$ cat config.mk
export PLATFORM = sky130hd
export DESIGN_NAME = boot_stream_loader
export DESIGN_NICKNAME = d
export VERILOG_FILES = /design/src/rtl/boot_stream_loader.sv
export SDC_FILE = /design/constraint.sdc
export NUM_CORES = 1
export LEC_CHECK = 0
export ABC_AREA = 1
export CAP_MARGIN = 20
export CORE_UTILIZATION = 48
export DETAILED_ROUTE_END_ITERATION = 16
export GPL_TIMING_DRIVEN = 0
export PLACE_DENSITY = 0.87
export RECOVER_POWER = 25
export SLEW_MARGIN = 0
export SYNTH_ARGS = -nofsm -noshare
export SYNTH_HDL_FRONTEND = slang
export SYNTH_SLANG_ARGS = --single-unit
$ cat constraint.sdc
create_clock -name clk_sys -period 4.4 [get_ports clk_sys]
set_clock_uncertainty 0.2 [all_clocks]
set_input_delay 0.88 -clock clk_sys [delete_from_list [all_inputs] [get_ports clk_sys]]
set_output_delay 0.88 -clock clk_sys [all_outputs]
set_load 0.02 [all_outputs]
$ cat src/rtl/boot_stream_loader.sv
// Copies ROM_LEN boot ROM bytes into the core download port, then pulses execute_enable/done.
// Latency: max(ROM_LATENCY,1) FETCH cycles + 1 WRITE cycle per byte; EXEC follows the last accepted byte.
// Backpressure: dn_wait holds the WRITE state with all outputs frozen; there is no timeout.
module boot_stream_loader #(
  parameter int                ROM_LEN     = 276,
  parameter int                ADDR_W      = 16,
  parameter int                ROM_LATENCY = 1,
  parameter logic [ADDR_W-1:0] EXEC_ADDR   = '0
) (
  input  logic              clk_sys,
  input  logic              reset_n,
  input  logic              start,
  output logic              busy,
  output logic [ADDR_W-1:0] rom_addr,
  input  logic [7:0]        rom_data,
  input  logic              dn_wait,
  output logic              dn_go,
  output logic              dn_wr,
  output logic [ADDR_W-1:0] dn_addr,
  output logic [7:0]        dn_data,
  output logic [ADDR_W-1:0] execute_addr,
  output logic              execute_enable,
  output logic              done
);

  // A zero-latency ROM still gets one FETCH cycle so rom_data is sampled
  // after rom_addr has settled for a whole cycle.
  localparam int                FETCH_CYC = (ROM_LATENCY == 0) ? 1 : ROM_LATENCY;
  localparam logic [2:0]        LAT_LAST  = 3'(FETCH_CYC - 1);
  // ROM_LEN = 2^ADDR_W makes this all-ones, so the counter never wraps.
  localparam logic [ADDR_W-1:0] LAST_ADDR = ADDR_W'(ROM_LEN - 1);

  typedef enum logic [1:0] {
    S_IDLE,
    S_FETCH,
    S_WRITE,
    S_EXEC
  } state_t;

  state_t              state_q, state_d;
  logic [ADDR_W-1:0]   addr_q, addr_d;       // byte index, shared by ROM and download port
  logic [2:0]          lat_q, lat_d;         // cycles spent in the current FETCH
  logic [7:0]          data_q, data_d;
  logic [ADDR_W-1:0]   exec_addr_q, exec_addr_d;

  // Next-state and datapath updates; everything holds unless a transition fires.
  always_comb begin
    state_d     = state_q;
    addr_d      = addr_q;
    lat_d       = lat_q;
    data_d      = data_q;
    exec_addr_d = exec_addr_q;
    case (state_q)
      S_IDLE: begin
        if (start) begin
          state_d = S_FETCH;
          addr_d  = '0;
          lat_d   = '0;
        end
      end
      S_FETCH: begin
        if (lat_q == LAT_LAST) begin
          data_d  = rom_data;
          lat_d   = '0;
          state_d = S_WRITE;
        end else begin
          lat_d = lat_q + 3'd1;
        end
      end
      S_WRITE: begin
        if (!dn_wait) begin
          if (addr_q == LAST_ADDR) begin
            state_d     = S_EXEC;
            exec_addr_d = EXEC_ADDR;
          end else begin
            addr_d  = addr_q + ADDR_W'(1);
            state_d = S_FETCH;
          end
        end
      end
      S_EXEC: begin
        // start is deliberately ignored here; a new copy needs a start in IDLE.
        state_d = S_IDLE;
      end
      default: state_d = S_IDLE;
    endcase
  end

  // State and datapath registers; reset aborts any copy in progress.
  always_ff @(posedge clk_sys or negedge reset_n) begin
    if (!reset_n) begin
      state_q     <= S_IDLE;
      addr_q      <= '0;
      lat_q       <= '0;
      data_q      <= '0;
      exec_addr_q <= '0;
    end else begin
      state_q     <= state_d;
      addr_q      <= addr_d;
      lat_q       <= lat_d;
      data_q      <= data_d;
      exec_addr_q <= exec_addr_d;
    end
  end

  // Outputs decode straight from registered state, so all clear with reset.
  assign busy           = (state_q != S_IDLE);
  assign dn_go          = (state_q == S_FETCH) || (state_q == S_WRITE);
  assign dn_wr          = (state_q == S_WRITE);
  assign execute_enable = (state_q == S_EXEC);
  assign done           = (state_q == S_EXEC);
  assign rom_addr       = addr_q;
  assign dn_addr        = addr_q;
  assign dn_data        = data_q;
  assign execute_addr   = exec_addr_q;

endmodule

## Word-level counts from Yosys, hierarchy flattened

Cells that the tools add are included.

| storage, ports and cells | value |
|---|---|
| flip-flop bits (word level) | 29 |
| bits in latches | 0 |
| bits in writable memories | 0 |
| ROM bits | 0 |
| bits of input ports | 12 |
| logic and storage cells | 36 |
| memories kept | 0 |

| operators by class | value |
|---|---|
| add/subtract/negate cells | 2 |
| $mul | 0 |
| div/mod/pow operators | 0 |
| magnitude comparators | 0 |
| equality and inequality tests | 8 |
| shift-type cells | 0 |
| muxes and demuxes | 12 |
| bitwise operators | 0 |
| reductions and logical operators | 10 |

Operators with widths:

| cell | number |
|---|---|
| 2-to-1 mux 16 bit | 3 |
| one-hot mux 16 bit (2 select lines) | 1 |
| adder 16 x 1 -> 16 bit (second input constant) | 1 |
| == test 16 x 9 -> 1 bit (second input constant) | 1 |
| 2-to-1 mux 2 bit | 4 |
| inequality test 2 bit (second input constant) | 4 |
| one-hot mux 2 bit (4 select lines) | 1 |
| 2-to-1 mux 3 bit | 2 |
| one-hot mux 3 bit (2 select lines) | 1 |
| nonzero test 2 bit | 3 |
| == test 2 bit (second input constant) | 2 |
| AND reduction 2 bit | 2 |
| AND reduction 4 bit | 1 |
| adder 3 x 1 -> 3 bit (second input constant) | 1 |
| zero test 3 bit | 1 |
| AND reduction 3 bit | 1 |
| == test 2 x 1 -> 1 bit (second input constant) | 1 |
| zero test 2 bit | 1 |
| logical OR 1 bit | 1 |

## Depth between registers and ports, before layout

Gate-level depths: netlist (run 1).

| depth | value |
|---|---|
| depth after elaboration | 4 |
| depth in mapped cells | 12 |
| depth with buffers taken out | 11 |

## Worst setup path before layout (run 1)

OpenSTA, ideal clock, no wires.

| path | value |
|---|---|
| path kind | reg-to-output |
| from | reg state_q[0] |
| to | out execute_enable |
| data arrival time | 0.859 ns |
| setup slack | 2.461 ns |
| stages on the path, launching flop included | 3 |
| path through | dfrtp_1 ha_1 buf_4 |

| on the way | value |
|---|---|
| word-level cells in the longest chain between the ends | 1 |

Ends and longest elaborated chain:

| element | RTL line | text |
|---|---|---|
| start, declared | 40 | `state_t state_q, state_d;` |
| start signal, assigned | 98 | `state_q <= state_d;` |
| == test 2 bit | n/a |  |
| end, declared | 22 | `output logic execute_enable,` |

Every way passes these cells.

## Final worst setup path (run 1)

| path | value |
|---|---|
| from | reg state_q[1] |
| to | out busy |

| on the way | value |
|---|---|
| word-level cells in the longest chain between the ends | 1 |

Ends and longest elaborated chain:

| element | RTL line | text |
|---|---|---|
| nonzero test 2 bit | 107 | `assign busy = (state_q != S_IDLE);` |
| end, declared | 13 | `output logic busy,` |

Every way passes these cells.

==> impl_metrics.toml, run 1 <==
[floorplanning]
rows = 23
ios = 73
initial_core_util_pct = 50.0
dieWidth_um = 66.8
die_h_um = 66.8
coreArea_um2 = 4030
dieArea_um2 = 4460

[global_route]
grt_max_degree = 16
grt_pass1_vias = 1506
grtUsageTotal_pct = 19.8
antenna_found_initial = 0
grt_pass1_wl_mm = 6.52
grt-ovfl-total = 0

[worst_setup_path]
rr_worst_depth = 10
crit_chain = "inv_1, ha_1, inv_1, clkdlybuf4s50_1"
crit_slowest_cell = "clkdlybuf4s50_1"
cpLargestDelayFamily = "buffers and inverters"
r2r-start = "state_q[0]"
start_kind = "register"
path_depth = 4
path_class = "reg -> out"
r2r_end = "dn_addr[4]"
arrival_ps = 1780
crit_required_ps = 3320
critPathBufInv = 3
critPathMaxStageDelay_ps = 620
rrSetupSlack_ps = 2440
crit_top_cell = "inv_1"
cp-end-kind = "output port"
critPathMaxFanout = 4

[layout]
layout.nets = 341
n_fill_cell = 324
n_antenna_cell = 0
multi_input_area_um2 = 975
area_growth_pct = 38.2
drive_above_1_share_pct = 24.5
seqCellArea_um2 = 726

[sta]
fin_crit_sh_pct = 65.0
hold_viol = 0
maxSlewHeadroom_pct = 44.1
final.setup.worst_slack_ps = 1540
finalMaxSlewViolations = 0
rsz0062_at_grt = "false"
fmax_mhz = 350
period_needed_ps = 2860
finalSetupViolations = 0
worst_slew_pin_slew_ps = 839
finalSetupTns_ps = 0

[drt]
drc_errors = 0
finalWirelength_mm = 4.11
wire_per_inst_um = 11.1
ant_nets = 0
post_drt_via_cell_ratio = 4.62
drt_pass1_iterations = 5
initialDrtViolationCount = 76
vias = 1718

[clocking]
cts-root-buf = "clkbuf_8"
clock_sinks = 29
htree_levels = 2
cts.repair.resized = 0
cts_inserted_buffers = 5
cts_setup_buffers = 0
clock_latency_ps = 280
cts_tree = "done"
clk_path_buf_depth = 2
cts_hold_buf = 0
clkTransAtPathRegs_ps = 60

[pwr]
leakagePower_nw = 1.30
p_per_area_nw_per_um2 = 462
vdd_drop_max_v = 0.000382

[hold_path]
hold_start = "dn_data[5]"
min_to = "dn_data[5]"
hold_class = "reg -> reg"
min_delay_path_depth = 1

[place]
dpl.hpwl_mm = 3.17
gp_congestion = 0.881
dp_slack_ps = 1830
portBuffers = 56

[yosys]
yosys_warnings = 0
synth_seq_cells = 29
post_synth_num_cell_types = 26
syn_area_um2 = 2020
synth_area_per_cell_um2 = 8.29
ys_seq_area_share_pct = 36.0
syn_inst = 243

[flow_run]
maxCapViolCount = 0

[run_status]
status = "finished clean"
[placed cells by master, fill, tap and decap left out, types with 7 or more instances in the layout]
cell / synthesis / layout
nand3_1: 13 / 13
ha_1: 7 / 7
nor2_1: 21 / 21
buf_4: 33 / 33
nand2_1: 57 / 57
inv_1: 19 / 19
mux2_2: 8 / 8
dfrtp_1: 29 / 29
conb_1: 1 / 16
clkdlybuf4s50_1: 0 / 54
o21ai_2: 10 / 10
[per-stage QoR]
stage | power (mW) | util, % | std cells | area [um^2] | hold slack, ps
global route | 1.36 | 69.1 | 372 | 2790 | 315
finish | 1.29 | 69.1 | 372 | 2790 | 309
CTS | 1.30 | 69.7 | 372 | 2810 | 307
detailed placement | 1.07 | 67.6 | 365 | 2720 | 293
floorplan | 0.829 | - | 258 | 2070 | 337
global placement | 1.04 | 66.9 | 364 | 2700 | 287
[final cells by class]
| cell class | count | share of cell area, % |
|---|---|---|
| Sequential cell | 29 | 26.1 |
| Clock buffer | 7 | 3.10 |
| Buffer | 36 | 10.4 |
| Inverter | 21 | 2.92 |
| Tap cell | 50 | 2.25 |
| Timing Repair Buffer | 57 | 20.3 |
| Multi-Input combinational cell | 172 | 35.0 |
[layer usage]
metal  up-vias  wire (um)  track usage [%]
li1        878          -                -
met1       768       1780             23.7
met2        62       2040             33.5
met3        10        224             5.31
met4         0         77             7.98
met5         -          0                0
[worst register-to-register path, stage by stage (launching register included)]
cell and delay (ps):
dfrtp_1 410, inv_1 90, ha_1 220, buf_6 150
nand2_2 70, nand2_2 80, a21oi_4 240, nand2_4 120
buf_12 160, nand2_1 70, o21ai_2 60
[report_power, final]
group          switching [mW]  total [mW]  internal, mW  leakage (nW)
Clock                   0.101       0.225         0.124        0.0443
Sequential             0.0450       0.368         0.323         0.382
Combinational           0.369       0.692         0.323         0.874
Total                   0.515        1.29         0.770          1.30
[synthesized netlist by cell type]
cell type,instances,area share (%)
nor2_1,21,3.9
nand2_2,5,1.6
nor2_4,1,0.56
xor2_1,5,2.2
buf_12,1,0.99
inv_1,19,3.5
nor2_2,6,1.9
o21ai_0,5,1.2
nand3_2,2,0.99
a21oi_4,1,0.81
a21oi_1,1,0.25
nand2_4,2,1.1
buf_4,33,12
nand2_1,57,11
nand4_1,6,1.9
inv_2,1,0.19
buf_6,2,1.1
mux2_2,8,4.5
dfrtp_1,29,36
ha_1,7,4.3
o21ai_2,10,4.3
nand3_1,13,3.2
conb_1,1,0.19
xnor2_1,3,1.3
o21ai_1,3,0.74
inv_4,1,0.31
[worst max path at each step]
stage	from	to	slack (ps)
CTS	state_q[1]	busy	1530
global placement	reset_n	dn_data[1]	1750
detailed placement	state_q[0]	busy	1830
global route	state_q[0]	busy	1460
floorplan	state_q[0]	execute_enable	2460
finish	state_q[1]	busy	1540
[cells by family after synthesis]
kind of cell | after synthesis | share of synthesized area [%]
mux | 8 | 4.47
other cells | 1 | 0.186
flops | 29 | 36.0
fa+ha+maj | 7 | 4.34
simple gates | 113 | 25.7
compound gates | 20 | 7.39
xor+xnor | 8 | 3.48
buf+inv | 57 | 18.4
[state kept, by name, summed over array words and instances, names as in the netlist]
name,cells
state_q,2
dn_addr,16
dn_data,8
lat_q,3
Note: power is estimated with default switching activity, not from simulation.
==> run 2: changes to the inputs <==
--- a/config.mk
+++ b/config.mk
@@ -7,10 +7,10 @@
 export LEC_CHECK = 0
 export ABC_AREA = 1
 export CAP_MARGIN = 20
-export CORE_UTILIZATION = 48
+export CORE_UTILIZATION = 41
 export DETAILED_ROUTE_END_ITERATION = 16
 export GPL_TIMING_DRIVEN = 0
-export PLACE_DENSITY = 0.87
+export PLACE_DENSITY = 0.79
 export RECOVER_POWER = 25
 export SLEW_MARGIN = 0
 export SYNTH_ARGS = -nofsm -noshare
==> constraint.sdc (replaced) <==
create_clock -name clk_sys -period 2.6 [get_ports clk_sys]
set_clock_uncertainty 0.2 [all_clocks]
set_input_delay 0.52 -clock clk_sys [delete_from_list [all_inputs] [get_ports clk_sys]]
set_output_delay 0.52 -clock clk_sys [all_outputs]
set_load 0.02 [all_outputs]
==> run 2 against run 1 <==
Die area up 17%. Clock-buffer cell count unchanged. Clock power increased by 82%. Via count shrank 0.93%. Non-clock buffer count did not move. Worst setup slack worse by 1400 ps. Core utilization is 9.4 points lower. Hold slack worse by 0.51 ps. Wire length shrank 1.1%. Global-route usage is 2.1 points lower. Register-to-register slack got worse by 1800 ps. Critical path type unchanged. Critical endpoint unchanged. Largest power group unchanged.
==> impl_metrics.toml, run 2 (synthesis gave the netlist of run 1 again) <==
[run_status]
status = "finished clean"

[global_route]
grt_max_degree = 17
grt_pass1_vias = 1660
grt_pass1_wl_mm = 7.23
grtUsageTotal_pct = 17.8
antenna_found_initial = 0
grt-ovfl-total = 0

[layout]
layout.nets = 341
area_growth_pct = 40.0
n_antenna_cell = 0
final_cell_mix = "57 x nand2_1, 55 x clkdlybuf4s50_1, 33 x buf_4"
final_common_cell = "nand2_1"
drive_above_1_share_pct = 25.1
largest_reg_flops = 16
stdcell_count = 390

[drt]
drc_errors = 0
vias = 1702
wire_per_inst_um = 10.4
finalWirelength_mm = 4.07
post_drt_via_cell_ratio = 4.36
drt_pass1_iterations = 4
ant_nets = 0
initialDrtViolationCount = 85

[clocking]
clock_latency_ps = 280
cts-root-buf = "clkbuf_8"
cts_inserted_buffers = 5
cts_hold_buf = 0
cts_tree = "done"
clock_sinks = 29
htree_levels = 2
clk_path_buf_depth = 2
cts.repair.resized = 0
cts_setup_buffers = 0
clkTransAtPathRegs_ps = 70

[hold_path]
hold_class = "reg -> reg"

[floorplanning]
initial_core_util_pct = 42.7
ios = 73
rows = 25
die_h_um = 72.1
dieArea_um2 = 5200
coreArea_um2 = 4720
dieWidth_um = 72.1

[worst_setup_path]
crit_slowest_cell = "clkdlybuf4s50_1"
path_class = "reg -> out"
critPathMaxFanout = 4
start_kind = "register"
cp-end-kind = "output port"
crit_chain = "inv_1, ha_1, inv_1, clkdlybuf4s50_1"
crit_required_ps = 1880
crit_top_cell = "inv_1"
arrival_ps = 1750
critPathMaxStageDelay_ps = 620
rrSetupSlack_ps = 690

[sta]
finalSetupTns_ps = 0
maxSlewHeadroom_pct = 41.9
final.setup.worst_slack_ps = 134
period_needed_ps = 2470
hold_viol = 0
finalSetupViolations = 0
worst_slew_pin_slew_ps = 871
fmax_mhz = 405
rsz0062_at_grt = "false"
fin_crit_sh_pct = 94.9
finalMaxSlewViolations = 0

[pwr]
vdd_drop_max_v = 0.000535
p_per_area_nw_per_um2 = 775
leakagePower_nw = 1.31

[place]
portBuffers = 56
place_inst = 382
dp_slack_ps = 418
dpl.hpwl_mm = 3.27
gp_congestion = 0.831

[flow_run]
maxCapViolCount = 0
==> run 2: cell count changes in the layout (fill, tap and decap cells not counted), sizes merged <==
cell and change:
clkdlybuf4s50 +1, clkinv +1, dlygate4sd3 -1
==> run 2: final timing paths <==
| kind | startpoint | to | cells past startpoint |
|---|---|---|---|
| hold reg to reg | dn_data[3] | dn_data[3] | 1 |
| max in group asynchronous | reset_n | dn_addr[0] | 2 |
| hold / removal | dn_data[3] | dn_data[3] | 1 |
| min in group asynchronous | reset_n | dn_addr[14] | 1 |
| setup reg to reg | state_q[0] | dn_addr[10] | 11 |
| setup / recovery | state_q[0] | busy | 4 |
==> run 2: cell type report <==
class	instances	area (um^2)
fill	426	1900
multi-input combinational	172	975
sequential	29	726
timing repair buffer	57	564
buffer	36	290
clock buffer	7	96.3
tap	67	83.8
inverter	21	81.3
clock inverter	1	5.00
==> run 2: metal layers <==
layer  routed length (um)  vias up  global-route usage, %
li1                     -      878                      -
met5                    0        -                      0
met4                   40        0                   6.10
met2                 2140       43                   32.3
met3                  203        5                   4.86
met1                 1690      776                   20.0
==> run 2: power breakdown <==
group	total, mW	switching (mW)	internal [mW]	leakage [nW]
combinational	1.16	0.615	0.546	0.873
clock	0.409	0.170	0.239	0.0542
sequential	0.616	0.0693	0.547	0.382
==> run 2: through the flow <==
stage / power (mW) / hold slack, ps / area [um^2] / utilization, %
floorplan: 1.40 / 24.4 / 2070 / -
global placement: 1.77 / 286 / 2720 / 57.5
detailed placement: 1.80 / 297 / 2740 / 58.1
CTS: 2.22 / 313 / 2850 / 60.2
global route: 2.34 / 341 / 2820 / 59.7
finish: 2.19 / 309 / 2820 / 59.7
==> run 2: critical path: cells and delay by family, from the launching register on <==
| family | cells | cell delay [ps] |
|---|---|---|
| buffers and inverters | 3 | 850 |
| adders and majority gates | 1 | 240 |
| DFF | 1 | 390 |
